$ cat src/rtl/bn_pkg.sv
// Shared BN parameter-loader definitions: factor codes, loader FSM states and
// the factor/addend legality rule used by the loader and the BN datapath.
package bn_pkg;

    localparam logic [3:0] BN_X1 = 4'b0100;
    localparam logic [3:0] BN_X8 = 4'b0011;

    // Codes the BN datapath has no multiplier mapping for
    localparam logic [3:0] BN_INV0 = 4'b0000;
    localparam logic [3:0] BN_INV1 = 4'b0111;
    localparam logic [3:0] BN_INV2 = 4'b1011;
    localparam logic [3:0] BN_INV3 = 4'b1111;

    typedef enum logic [1:0] {
        IDLE  = 2'd0,
        SHIFT = 2'd1,
        CHECK = 2'd2
    } bn_state_e;

    function automatic logic bn_code_legal(input logic [3:0] factor,
                                           input logic       addend_is_zero);
        logic invalid;
        invalid = (factor == BN_INV0) || (factor == BN_INV1) ||
                  (factor == BN_INV2) || (factor == BN_INV3);
        // x8 saturates unless the addend is zero
        return !invalid && ((factor != BN_X8) || addend_is_zero);
    endfunction

endpackage

$ cat src/rtl/bn_factor_check.sv
// Combinational legality check of a BN factor code / addend pair.
module bn_factor_check
    import bn_pkg::*;
(
    input  logic [3:0] factor,
    input  logic       addend_is_zero,
    output logic       legal
);

    always_comb begin
        legal = bn_code_legal(factor, addend_is_zero);
    end

endmodule

$ cat src/rtl/bn_param_loader.sv
// Bit-serial BN parameter writer: frames land in a shadow bank after a
// legality check; commit copies the whole shadow bank to the active outputs.
module bn_param_loader
    import bn_pkg::*;
#(
    parameter int WIDTH        = 6,
    parameter int ADDEND_WIDTH = WIDTH - 2,
    parameter int N_NEURONS    = 4,
    parameter int ADDR_WIDTH   = 2
) (
    input  logic                              clk,
    input  logic                              rst_n,
    input  logic                              ser_en,
    input  logic                              ser_valid,
    input  logic                              ser_data,
    output logic                              ser_ready,
    input  logic                              commit,
    input  logic                              err_clr,
    output logic [4*N_NEURONS-1:0]            bn_factor_flat,
    output logic [ADDEND_WIDTH*N_NEURONS-1:0] bn_addend_flat,
    output logic                              busy,
    output logic                              frame_done,
    output logic                              err_illegal,
    output logic                              err_addr
);

    localparam int FRAME_BITS = ADDR_WIDTH + 4 + ADDEND_WIDTH;
    localparam int CNT_W      = $clog2(FRAME_BITS + 1);

    bn_state_e               state_q, state_d;
    logic [CNT_W-1:0]        cnt_q, cnt_d;
    logic [FRAME_BITS-1:0]   sr_q, sr_d;
    logic [3:0]              sh_fac_q  [N_NEURONS];
    logic [3:0]              sh_fac_d  [N_NEURONS];
    logic [ADDEND_WIDTH-1:0] sh_add_q  [N_NEURONS];
    logic [ADDEND_WIDTH-1:0] sh_add_d  [N_NEURONS];
    logic [3:0]              act_fac_q [N_NEURONS];
    logic [3:0]              act_fac_d [N_NEURONS];
    logic [ADDEND_WIDTH-1:0] act_add_q [N_NEURONS];
    logic [ADDEND_WIDTH-1:0] act_add_d [N_NEURONS];
    logic                    frame_done_q, frame_done_d;
    logic                    err_illegal_q, err_illegal_d;
    logic                    err_addr_q, err_addr_d;

    logic                    accept;
    logic [ADDR_WIDTH-1:0]   fr_addr;
    logic [3:0]              fr_fac;
    logic [ADDEND_WIDTH-1:0] fr_add;
    logic                    addr_ok;
    logic                    code_ok;

    assign ser_ready = ser_en & (state_q != CHECK);
    assign accept    = ser_en & ser_valid & ser_ready;

    assign fr_addr = sr_q[FRAME_BITS-1 -: ADDR_WIDTH];
    assign fr_fac  = sr_q[ADDEND_WIDTH +: 4];
    assign fr_add  = sr_q[ADDEND_WIDTH-1:0];
    assign addr_ok = (32'(fr_addr) < 32'(N_NEURONS));

    bn_factor_check u_check (
        .factor         (fr_fac),
        .addend_is_zero (fr_add == '0),
        .legal          (code_ok)
    );

    always_comb begin
        state_d       = state_q;
        cnt_d         = cnt_q;
        sr_d          = sr_q;
        sh_fac_d      = sh_fac_q;
        sh_add_d      = sh_add_q;
        act_fac_d     = act_fac_q;
        act_add_d     = act_add_q;
        frame_done_d  = 1'b0;
        err_illegal_d = err_clr ? 1'b0 : err_illegal_q;
        err_addr_d    = err_clr ? 1'b0 : err_addr_q;

        // Active bank samples the pre-write shadow, so a same-edge write waits for the next commit
        if (commit) begin
            act_fac_d = sh_fac_q;
            act_add_d = sh_add_q;
        end

        unique case (state_q)
            IDLE: begin
                if (accept) begin
                    sr_d    = {sr_q[FRAME_BITS-2:0], ser_data};
                    cnt_d   = CNT_W'(1);
                    state_d = SHIFT;
                end
            end
            SHIFT: begin
                if (!ser_en) begin
                    cnt_d   = '0;
                    state_d = IDLE;
                end else if (accept) begin
                    sr_d  = {sr_q[FRAME_BITS-2:0], ser_data};
                    cnt_d = cnt_q + CNT_W'(1);
                    if (cnt_q == CNT_W'(FRAME_BITS - 1)) state_d = CHECK;
                end
            end
            CHECK: begin
                cnt_d   = '0;
                state_d = IDLE;
                if (addr_ok && code_ok) begin
                    sh_fac_d[fr_addr] = fr_fac;
                    sh_add_d[fr_addr] = fr_add;
                    frame_done_d      = 1'b1;
                end else begin
                    if (!addr_ok) err_addr_d    = 1'b1;
                    if (!code_ok) err_illegal_d = 1'b1;
                end
            end
            default: begin
                cnt_d   = '0;
                state_d = IDLE;
            end
        endcase
    end

    always_ff @(posedge clk or negedge rst_n) begin
        if (!rst_n) begin
            state_q       <= IDLE;
            cnt_q         <= '0;
            sr_q          <= '0;
            frame_done_q  <= 1'b0;
            err_illegal_q <= 1'b0;
            err_addr_q    <= 1'b0;
            for (int unsigned i = 0; i < N_NEURONS; i++) begin
                sh_fac_q[i]  <= BN_X1;
                sh_add_q[i]  <= '0;
                act_fac_q[i] <= BN_X1;
                act_add_q[i] <= '0;
            end
        end else begin
            state_q       <= state_d;
            cnt_q         <= cnt_d;
            sr_q          <= sr_d;
            frame_done_q  <= frame_done_d;
            err_illegal_q <= err_illegal_d;
            err_addr_q    <= err_addr_d;
            sh_fac_q      <= sh_fac_d;
            sh_add_q      <= sh_add_d;
            act_fac_q     <= act_fac_d;
            act_add_q     <= act_add_d;
        end
    end

    always_comb begin
        bn_factor_flat = '0;
        bn_addend_flat = '0;
        for (int unsigned i = 0; i < N_NEURONS; i++) begin
            bn_factor_flat[4*i +: 4]                       = act_fac_q[i];
            bn_addend_flat[ADDEND_WIDTH*i +: ADDEND_WIDTH] = act_add_q[i];
        end
    end

    assign busy        = (state_q != IDLE);
    assign frame_done  = frame_done_q;
    assign err_illegal = err_illegal_q;
    assign err_addr    = err_addr_q;

endmodule

$ cat config.mk
export PLATFORM = sky130hd
export DESIGN_NAME = bn_param_loader
export DESIGN_NICKNAME = d
export VERILOG_FILES = /design/src/rtl/bn_pkg.sv /design/src/rtl/bn_factor_check.sv /design/src/rtl/bn_param_loader.sv
export SDC_FILE = /design/constraint.sdc
export NUM_CORES = 1
export LEC_CHECK = 0
export BUFFER_PORTS_ARGS = -buffer_cell sky130_fd_sc_hd__buf_2
export CORE_UTILIZATION = 64
export CTS_BUF_LIST = sky130_fd_sc_hd__clkbuf_8
export DETAILED_ROUTE_END_ITERATION = 10
export GPL_ROUTABILITY_DRIVEN = 0
export PLACE_DENSITY = 0.87
export SKIP_LAST_GASP = 1
export SLEW_MARGIN = 0
export SYNTH_ARGS = -nofsm -noshare
export SYNTH_HDL_FRONTEND = slang
export SYNTH_SLANG_ARGS = --single-unit
$ cat constraint.sdc
create_clock -name clk -period 4 [get_ports clk]
set_input_delay 0.4 -clock clk [delete_from_list [all_inputs] [get_ports clk]]
set_output_delay 0.4 -clock clk [all_outputs]
set_load 0.01 [all_outputs]
==> results of run 1 <==
-- cell type report --
class	count	area [µm²]	share of cell area
tap	67	83.83	0.02197
inverter	4	15.01	0.003934
clock buffer	10	137.6	0.03607
timing repair buffer	42	212.7	0.05574
clock inverter	6	113.9	0.02984
multi-input combinational	119	1191	0.3121
sequential	82	2062	0.5403
-- Yosys cell counts, drive strengths merged (2+ instances only) --
library cell | number | area [µm²]
a21oi | 4 | 20.02
buf | 6 | 33.78
clkbuf | 5 | 18.77
dfrtp | 74 | 1852
dfstp | 8 | 210.2
ha | 2 | 25.02
inv | 4 | 15.01
mux2 | 74 | 863.3
nand2 | 5 | 18.77
nand2b | 2 | 12.51
nand3 | 2 | 10.01
nand4b | 2 | 17.52
nor2 | 4 | 15.01
nor2b | 2 | 12.51
nor4 | 3 | 48.80
o211ai | 2 | 20.02
o21ai | 4 | 20.02
-- metal layers --
metal	global-route usage	up-vias	part of all wire
met5	0	-	0
met4	0.1090	0	0.020
met3	0.04878	9	0.029
met2	0.3889	38	0.50
met1	0.2954	917	0.45
li1	-	850	-
-- sequential cells by signal, indices dropped and copies added (netlist names) --
register and flops:
bn_addend_flat 16, bn_factor_flat 16, sh_add_q 16, sh_fac_q 16, sr_q 10, cnt_q 4
state_q 2, err_illegal 1, frame_done 1
-- power by group --
part	internal [W]	total, W	switching, W
clock network	0.000432	0.000718	0.000286
logic	0.0000683	0.000156	0.0000878
registers	0.000873	0.000964	0.0000915
total	0.00137	0.00184	0.000465
-- kinds of logic (layout without fill, tap and decap cells) --
group / after synthesis / after routing / share of synthesized area
other cells: 1 / 1 / 0.001129
fa+ha+maj: 2 / 2 / 0.007535
compound gates: 12 / 12 / 0.02223
flops: 82 / 82 / 0.6210
mux: 75 / 75 / 0.2630
buf+inv: 15 / 62 / 0.02035
simple gates: 29 / 29 / 0.06481
-- critical path: cells and delay by family, from the launching register on --
kind / cells / cell delay [ps]
flip-flops: 1 / 480
AND/OR/NAND/NOR: 2 / 1120
multiplexers: 1 / 350
AO/OA/AOI/OAI: 1 / 200
-- path summary, 6_finish.rpt --
check / from / endpoint / slack [ps] / cells after the start
setup / recovery: sr_q[5]$_DFFE_PN0P_ / sh_add_q[2]$_DFFE_PN0P_ / 1720 / 4
hold / removal: rst_n / bn_factor_flat[7]$_DFFE_PN0P_ / 220 / 1
setup reg to reg: sr_q[5]$_DFFE_PN0P_ / sh_add_q[2]$_DFFE_PN0P_ / 1720 / 4
hold reg to reg: bn_addend_flat[15]$_DFFE_PN0P_ / bn_addend_flat[15]$_DFFE_PN0P_ / 500 / 1
max in group asynchronous: rst_n / sr_q[1]$_DFFE_PN0P_ / 3170 / 1
min in group clk: err_clr / err_illegal$_DFF_PN0_ / 250 / 2
-- through the flow --
stage	worst slack [ps]	util	total power (W)
after global routing	1630	0.7871	0.001921
after CTS	1708	0.7871	0.001853
final	1724	0.7871	0.001839
after detailed placement	1752	0.7352	0.001134
after global placement	1789	0.7352	0.001124
after floorplan	2087	-	0.001073
==> implementation parameters, run 1 <==
Parameter                              Value

Outcome
  Status ... completed

Timing
  Fmax ... between 400 and 500 MHz
  Worst hold-check slack ... 224.3 ps
  Final-report hold violation count ... 0
  Unrepaired setup endpoints after global routing ... no
  Ratio of final minimum period to clock period ... 0.5691
  Worst-Margin Slew ... 965.6 ps
  Final setup violation count ... 0
  Time the final worst path needs with I/O delays and setup ... 2276 ps
  Final-layout setup total negative slack ... 0 ps
  Final Max Slew Viols ... 0
  Clk_skew ... 9.042 ps
  Relative max-transition margin ... 0.3563

Synth
  Post-synthesis net count ... between 200 and 250
  Most instantiated flip-flop cell in the synthesis netlist ... sky130_fd_sc_hd__dfrtp_1
  Post-Syn Area per Cell ... 15.37 µm²
  Syn Std Cell Area ... between 3000 and 4000 µm²
  Number of flops mapped to enable cells by yosys ... 0
  Number of distinct library cells after synthesis ... 35
  Synth Register Bits ... 82
  Sequential area share after synthesis ... 0.6209
  Synth async-reset ratio ... 1.000
  Yosys Warn Count ... 0
  Cell count after synthesis ... 216

GRT
  Leftover overflow at the end of global routing ... 0
  First-pass GRT wire length ... 9246 µm
  Overall track demand over capacity in global routing ... 0.2337
  Vias in the first global route ... 1911
  Antenna violations before repair ... 0
  Largest net degree at the start of global routing ... 83

Floorplanning
  Core footprint ... 4848 µm²
  Starting utilization of the core area ... 0.6849
  Number of top-level design ports ... 44
  Width of the die ... 74.03 µm
  Die outline height ... 74.03 µm
  Overall die area ... 5480 µm²
  Number of cell rows ... 25

Routing
  Total wirelength of the detailed-routed design ... 5355 µm
  Remaining DRCs ... 0
  Count of TritonRoute iterations in the first routing pass ... 4
  Detailed-route vias per instance ... 5.497
  Number of vias in the routed layout ... approximately 1800
  Violation count after the first detailed-route iteration ... 110
  Antenna-violating nets left ... 0
  Wire length per cell ... 16.23 µm

Clocking
  Number of hold-repair buffers added at the cts stage ... 0
  CTS buffer count ... 9
  Post-cts resize count ... 0
  Clock-pin slew reported for the worst setup and hold paths after clock tree synthesis ... approximately 80 ps
  Maximum root-to-sink buffer count ... 2
  Post-CTS Setup Repair Bufs ... 0
  CTS sink cnt ... 82
  Clock tree from TritonCTS ... done
  H-tree lvl count ... 3
  Clock latency reported for the late side of the worst-skew pair ... 340 ps
  Cell at the root of the clock tree ... sky130_fd_sc_hd__clkbuf_8

Pwr
  Power Density ... between 400 and 500 nW/µm²
  Worst-case vdd ir drop ... 0.2794 mV
  Static Leak ... 1.973 nW

Finish
  Final instance count without filler cells ... 330
  Synth-to-Final Area Change ... 14.92%
  Antenna Diode Count ... 0
  Most common cell after layout, fill and taps aside ... sky130_fd_sc_hd__dfrtp_1
  Net count of the finished layout ... 267
  Cell area after layout ... approximately 3800 µm²
  Highest-count cells in the layout ignoring fill and taps ... sky130_fd_sc_hd__dfrtp_1 (74), sky130_fd_sc_hd__mux2_2 (66), sky130_fd_sc_hd__buf_2 (41), sky130_fd_sc_hd__clkbuf_8 (10)
  Filler cell count in the final layout ... 284
  Fraction of layout instances using a drive strength above 1 ... 0.5513

Worst setup path
  Kind of critical path ... reg -> reg
  Max stage delay on crit path ... 570 ps
  Critical Path Fanout Max ... 9
  Arr. time, crit path ... 2500 ps
  Launching element type of the critical path ... flip-flop
  CP Capture Type ... flip-flop
  Worst path cell trace ... or4_1 -> o211ai_2 -> or3_1 -> mux2_4
  Worst path slowest cell ... sky130_fd_sc_hd__or4_1
  Worst endpoint required time ... 4220 ps

Place
  DP Wirelength ... 3438 µm
  Buffers on Ports ... 42
  Placed instance count ... 314
  Cell area reported after detailed placement ... around 3600 µm²

Worst hold path
  Hold Path Class ... in -> async

Flow run
  Number of maximum-capacitance constraint violations ... 0
(Power assumes the default switching activity.)
==> run 2: changes to the inputs <==
--- a/config.mk
+++ b/config.mk
@@ -6,11 +6,11 @@
 export NUM_CORES = 1
 export LEC_CHECK = 0
 export BUFFER_PORTS_ARGS = -buffer_cell sky130_fd_sc_hd__buf_2
-export CORE_UTILIZATION = 64
+export CORE_UTILIZATION = 59
 export CTS_BUF_LIST = sky130_fd_sc_hd__clkbuf_8
 export DETAILED_ROUTE_END_ITERATION = 10
 export GPL_ROUTABILITY_DRIVEN = 0
-export PLACE_DENSITY = 0.87
+export PLACE_DENSITY = 0.81
 export SKIP_LAST_GASP = 1
 export SLEW_MARGIN = 0
 export SYNTH_ARGS = -nofsm -noshare
==> constraint.sdc (replaced) <==
create_clock -name clk -period 2.4 [get_ports clk]
set_input_delay 0.24 -clock clk [delete_from_list [all_inputs] [get_ports clk]]
set_output_delay 0.24 -clock clk [all_outputs]
set_load 0.01 [all_outputs]
==> run 2 against run 1 <==
Clock skew decreased by 1.9 ps; critical path depth did not move; non-clock buffer count rose by 8; fmax barely moved; critical path type unchanged.
==> implementation parameters, run 2 (same netlist as run 1, synthesis figures left out) <==
Parameter                              Value

Routing
  Wire length per cell ... 16.35 µm (was 16.23 µm)
  Detailed-route vias per instance ... 5.478 (was 5.497)
  Remaining DRCs ... 0 (unchanged)
  Total wirelength of the detailed-routed design ... 5574 µm (was 5355 µm)
  Number of vias in the routed layout ... 1868 (was 1814)
  Count of TritonRoute iterations in the first routing pass ... 4 (unchanged)
  Antenna-violating nets left ... 0 (unchanged)
  Violation count after the first detailed-route iteration ... 67 (was 110)

Worst setup path
  Critical Path Fanout Max ... 8 (was 9)
  Max stage delay on crit path ... 640 ps (was 570 ps)
  Worst endpoint required time ... 2620 ps (was 4220 ps)
  Critical path's top delay family ... simple AND/OR/NAND/NOR gates (unchanged)
  Arr. time, crit path ... 2500 ps (about the same)
  Kind of critical path ... reg -> reg (unchanged)
  Launching element type of the critical path ... flip-flop (unchanged)
  Combined buffer and inverter count along the critical path ... 0 (unchanged)
  Worst path slowest cell ... sky130_fd_sc_hd__or3_1 (was sky130_fd_sc_hd__or4_1)
  CP Capture Type ... flip-flop (unchanged)
  Worst path cell trace ... nor4_1 -> o211ai_2 -> or3_1 -> mux2_4 (was or4_1 -> o211ai_2 -> or3_1 -> mux2_4)

GRT
  Vias in the first global route ... 1927 (was 1911)
  First-pass GRT wire length ... 9666 µm (was 9246 µm)
  Antenna violations before repair ... 0 (unchanged)
  Met3 usage in global routing ... 0.04286 (was 0.04878)
  Largest net degree at the start of global routing ... 55 (was 83)
  Met1 Use GR ... 0.2971 (was 0.2954)
  Overall track demand over capacity in global routing ... 0.2180 (was 0.2337)
  Most used routing layer ... met2 (unchanged)
  Met2 GRT Util ... 0.3339 (was 0.3889)
  Leftover overflow at the end of global routing ... 0 (unchanged)

Floorplanning
  Core footprint ... 5270 µm² (was 4848 µm²)
  Overall die area ... 5932 µm² (was 5480 µm²)
  Starting utilization of the core area ... 0.6301 (was 0.6849)
  Number of top-level design ports ... 44 (unchanged)
  Width of the die ... 77.02 µm (was 74.03 µm)
  Number of cell rows ... 26 (was 25)
  Die outline height ... 77.02 µm (was 74.03 µm)

Finish
  Synth-to-Final Area Change ... 16.88% (was 14.92%)
  Net count of the finished layout ... 275 (was 267)
  Most common cell after layout, fill and taps aside ... sky130_fd_sc_hd__dfrtp_1 (unchanged)
  Filler cell count in the final layout ... 355 (was 284)
  Highest-count cells in the layout ignoring fill and taps ... sky130_fd_sc_hd__dfrtp_1 (74), sky130_fd_sc_hd__mux2_2 (66), sky130_fd_sc_hd__buf_2 (41), sky130_fd_sc_hd__clkbuf_8 (12) (was sky130_fd_sc_hd__dfrtp_1 (74), sky130_fd_sc_hd__mux2_2 (66), sky130_fd_sc_hd__buf_2 (41), sky130_fd_sc_hd__clkbuf_8 (10))
  Fraction of layout instances using a drive strength above 1 ... 0.5609 (was 0.5513)
  Antenna Diode Count ... 0 (unchanged)

Pwr
  Worst-case vdd ir drop ... 0.4862 mV (was 0.2794 mV)
  Static Leak ... 2.018 nW (was 1.973 nW)
  Total chip power ... 0.003038 W (was 0.001839 W)
  Switching share of power ... 0.2551 (was 0.2530)
  Share of total power in the clock network ... 0.375 (was 0.391)
  Logic pwr share ... 0.105 (was 0.085)
  Power Density ... 782.8 nW/µm² (was 481.8 nW/µm²)
  Seq pwr share ... 0.521 (was 0.524)
  Int Power ... 0.002263 W (was 0.001374 W)
  Switch Pwr ... 0.0007752 W (was 0.0004651 W)

Timing
  Unrepaired setup endpoints after global routing ... no (unchanged)
  Time the final worst path needs with I/O delays and setup ... 2277 ps (was 2276 ps)
  Fmax ... 439.1 MHz (was 439.3 MHz)
  Ratio of final minimum period to clock period ... 0.9489 (was 0.5691)
  Final setup violation count ... 0 (unchanged)
  Worst-Margin Slew ... 707.3 ps (was 965.6 ps)
  Clk_skew ... 7.099 ps (was 9.042 ps)
  Final Max Slew Viols ... 0 (unchanged)
  Relative max-transition margin ... 0.5284 (was 0.3563)
  Final-report hold violation count ... 0 (unchanged)
  Final-layout setup total negative slack ... 0 ps (unchanged)

Clocking
  Clock-pin slew reported for the worst setup and hold paths after clock tree synthesis ... 80 ps (about the same)
  Maximum root-to-sink buffer count ... 2 (unchanged)
  CTS sink cnt ... 82 (unchanged)
  CTS buffer count ... 9 (unchanged)
  Cell at the root of the clock tree ... sky130_fd_sc_hd__clkbuf_8 (unchanged)
  Clock latency reported for the late side of the worst-skew pair ... 340 ps (about the same)
  H-tree lvl count ... 3 (unchanged)
  Clock tree from TritonCTS ... done (unchanged)

Place
  DP Wirelength ... 3578 µm (was 3438 µm)
  Buffers on Ports ... 42 (unchanged)

Outcome
  Status ... completed (unchanged)

Worst hold path
  Hold Path Class ... in -> reg (was in -> async)

Flow run
  Number of maximum-capacitance constraint violations ... 0 (unchanged)
## run 2: cell types whose count changed in the layout (fill, tap and decap cells not counted), sizes merged
| cell | change |
|---|---|
| buf | +7 |
| clkbuf | +2 |
| bufinv | -1 |
| clkinvlp | -1 |
| dlygate4sd3 | +1 |
## run 2: cell type report
class	count	area (µm²)	share of cell area
Clock inverter	4	72.57	0.01870
Tap cell	70	87.58	0.02257
Timing Repair Buffer	50	287.8	0.07415
Inverter	4	15.01	0.003868
Clock buffer	12	165.2	0.04255
Sequential cell	82	2062	0.5313
Multi-Input combinational cell	119	1191	0.3069
## run 2: worst paths after layout
check | from | to | slack (ps) | depth (start not counted)
max | sr_q[1]$_DFFE_PN0P_ | sh_add_q[1]$_DFFE_PN0P_ | 120 | 4
min | err_clr | err_illegal$_DFF_PN0_ | 100 | 2
max reg2reg | sr_q[1]$_DFFE_PN0P_ | sh_add_q[1]$_DFFE_PN0P_ | 120 | 4
min reg2reg | bn_addend_flat[12]$_DFFE_PN0P_ | bn_addend_flat[12]$_DFFE_PN0P_ | 500 | 1
max in group asynchronous | rst_n | bn_factor_flat[2]$_DFFE_PN1P_ | 1400 | 3
min in group asynchronous | rst_n | err_illegal$_DFF_PN0_ | 360 | 2
## run 2: worst reg2reg max path: cells and delay by family, from the launching register on
kind,cells,cell delay (ps)
multiplexers,1,370
flip-flops,1,450
AO/OA/AOI/OAI,1,260
AND/OR/NAND/NOR,2,1080
## run 2: layer usage
layer | up-vias | wire length [µm]
met3 | 11 | 166
met5 | - | 0
met2 | 38 | 2714
met4 | 0 | 124
met1 | 951 | 2568
li1 | 868 | -
## run 2: repair_timing
| action | 4_1_cts | 5_1_grt |
|---|---|---|
| hold buffers | 1 | 0 |
| resized for setup | 0 | 0 |
| endpoints found under the setup margin | 0 | 7 |
| endpoints found under the hold margin | 28 | 0 |
| setup buffers | 0 | 2 |
## run 2: power groups by stage
stage	clock (W)	combinational (W)	sequential, W
global placement	0	0.000312	0.00160
CTS	0.00116	0.000322	0.00158
floorplan	0	0.000205	0.00158
finish	0.00114	0.000318	0.00158
detailed placement	0	0.000320	0.00160
global route	0.00121	0.000356	0.00160
## run 2: per-stage QoR
stage | worst slack [ps] | hold slack [ps] | cell area [µm²] | std cells | util
2_1_floorplan | 486.9 | -55.59 | 3321 | 216 | -
3_3_place_gp | 154.6 | 186.3 | 3618 | 322 | 0.6866
3_5_place_dp | 82.62 | 189.3 | 3618 | 322 | 0.6866
4_1_cts | 68.10 | 73.38 | 3866 | 339 | 0.7336
5_1_grt | 28.92 | 98.38 | 3881 | 341 | 0.7365
6_report | 122.7 | 99.61 | 3881 | 341 | 0.7365
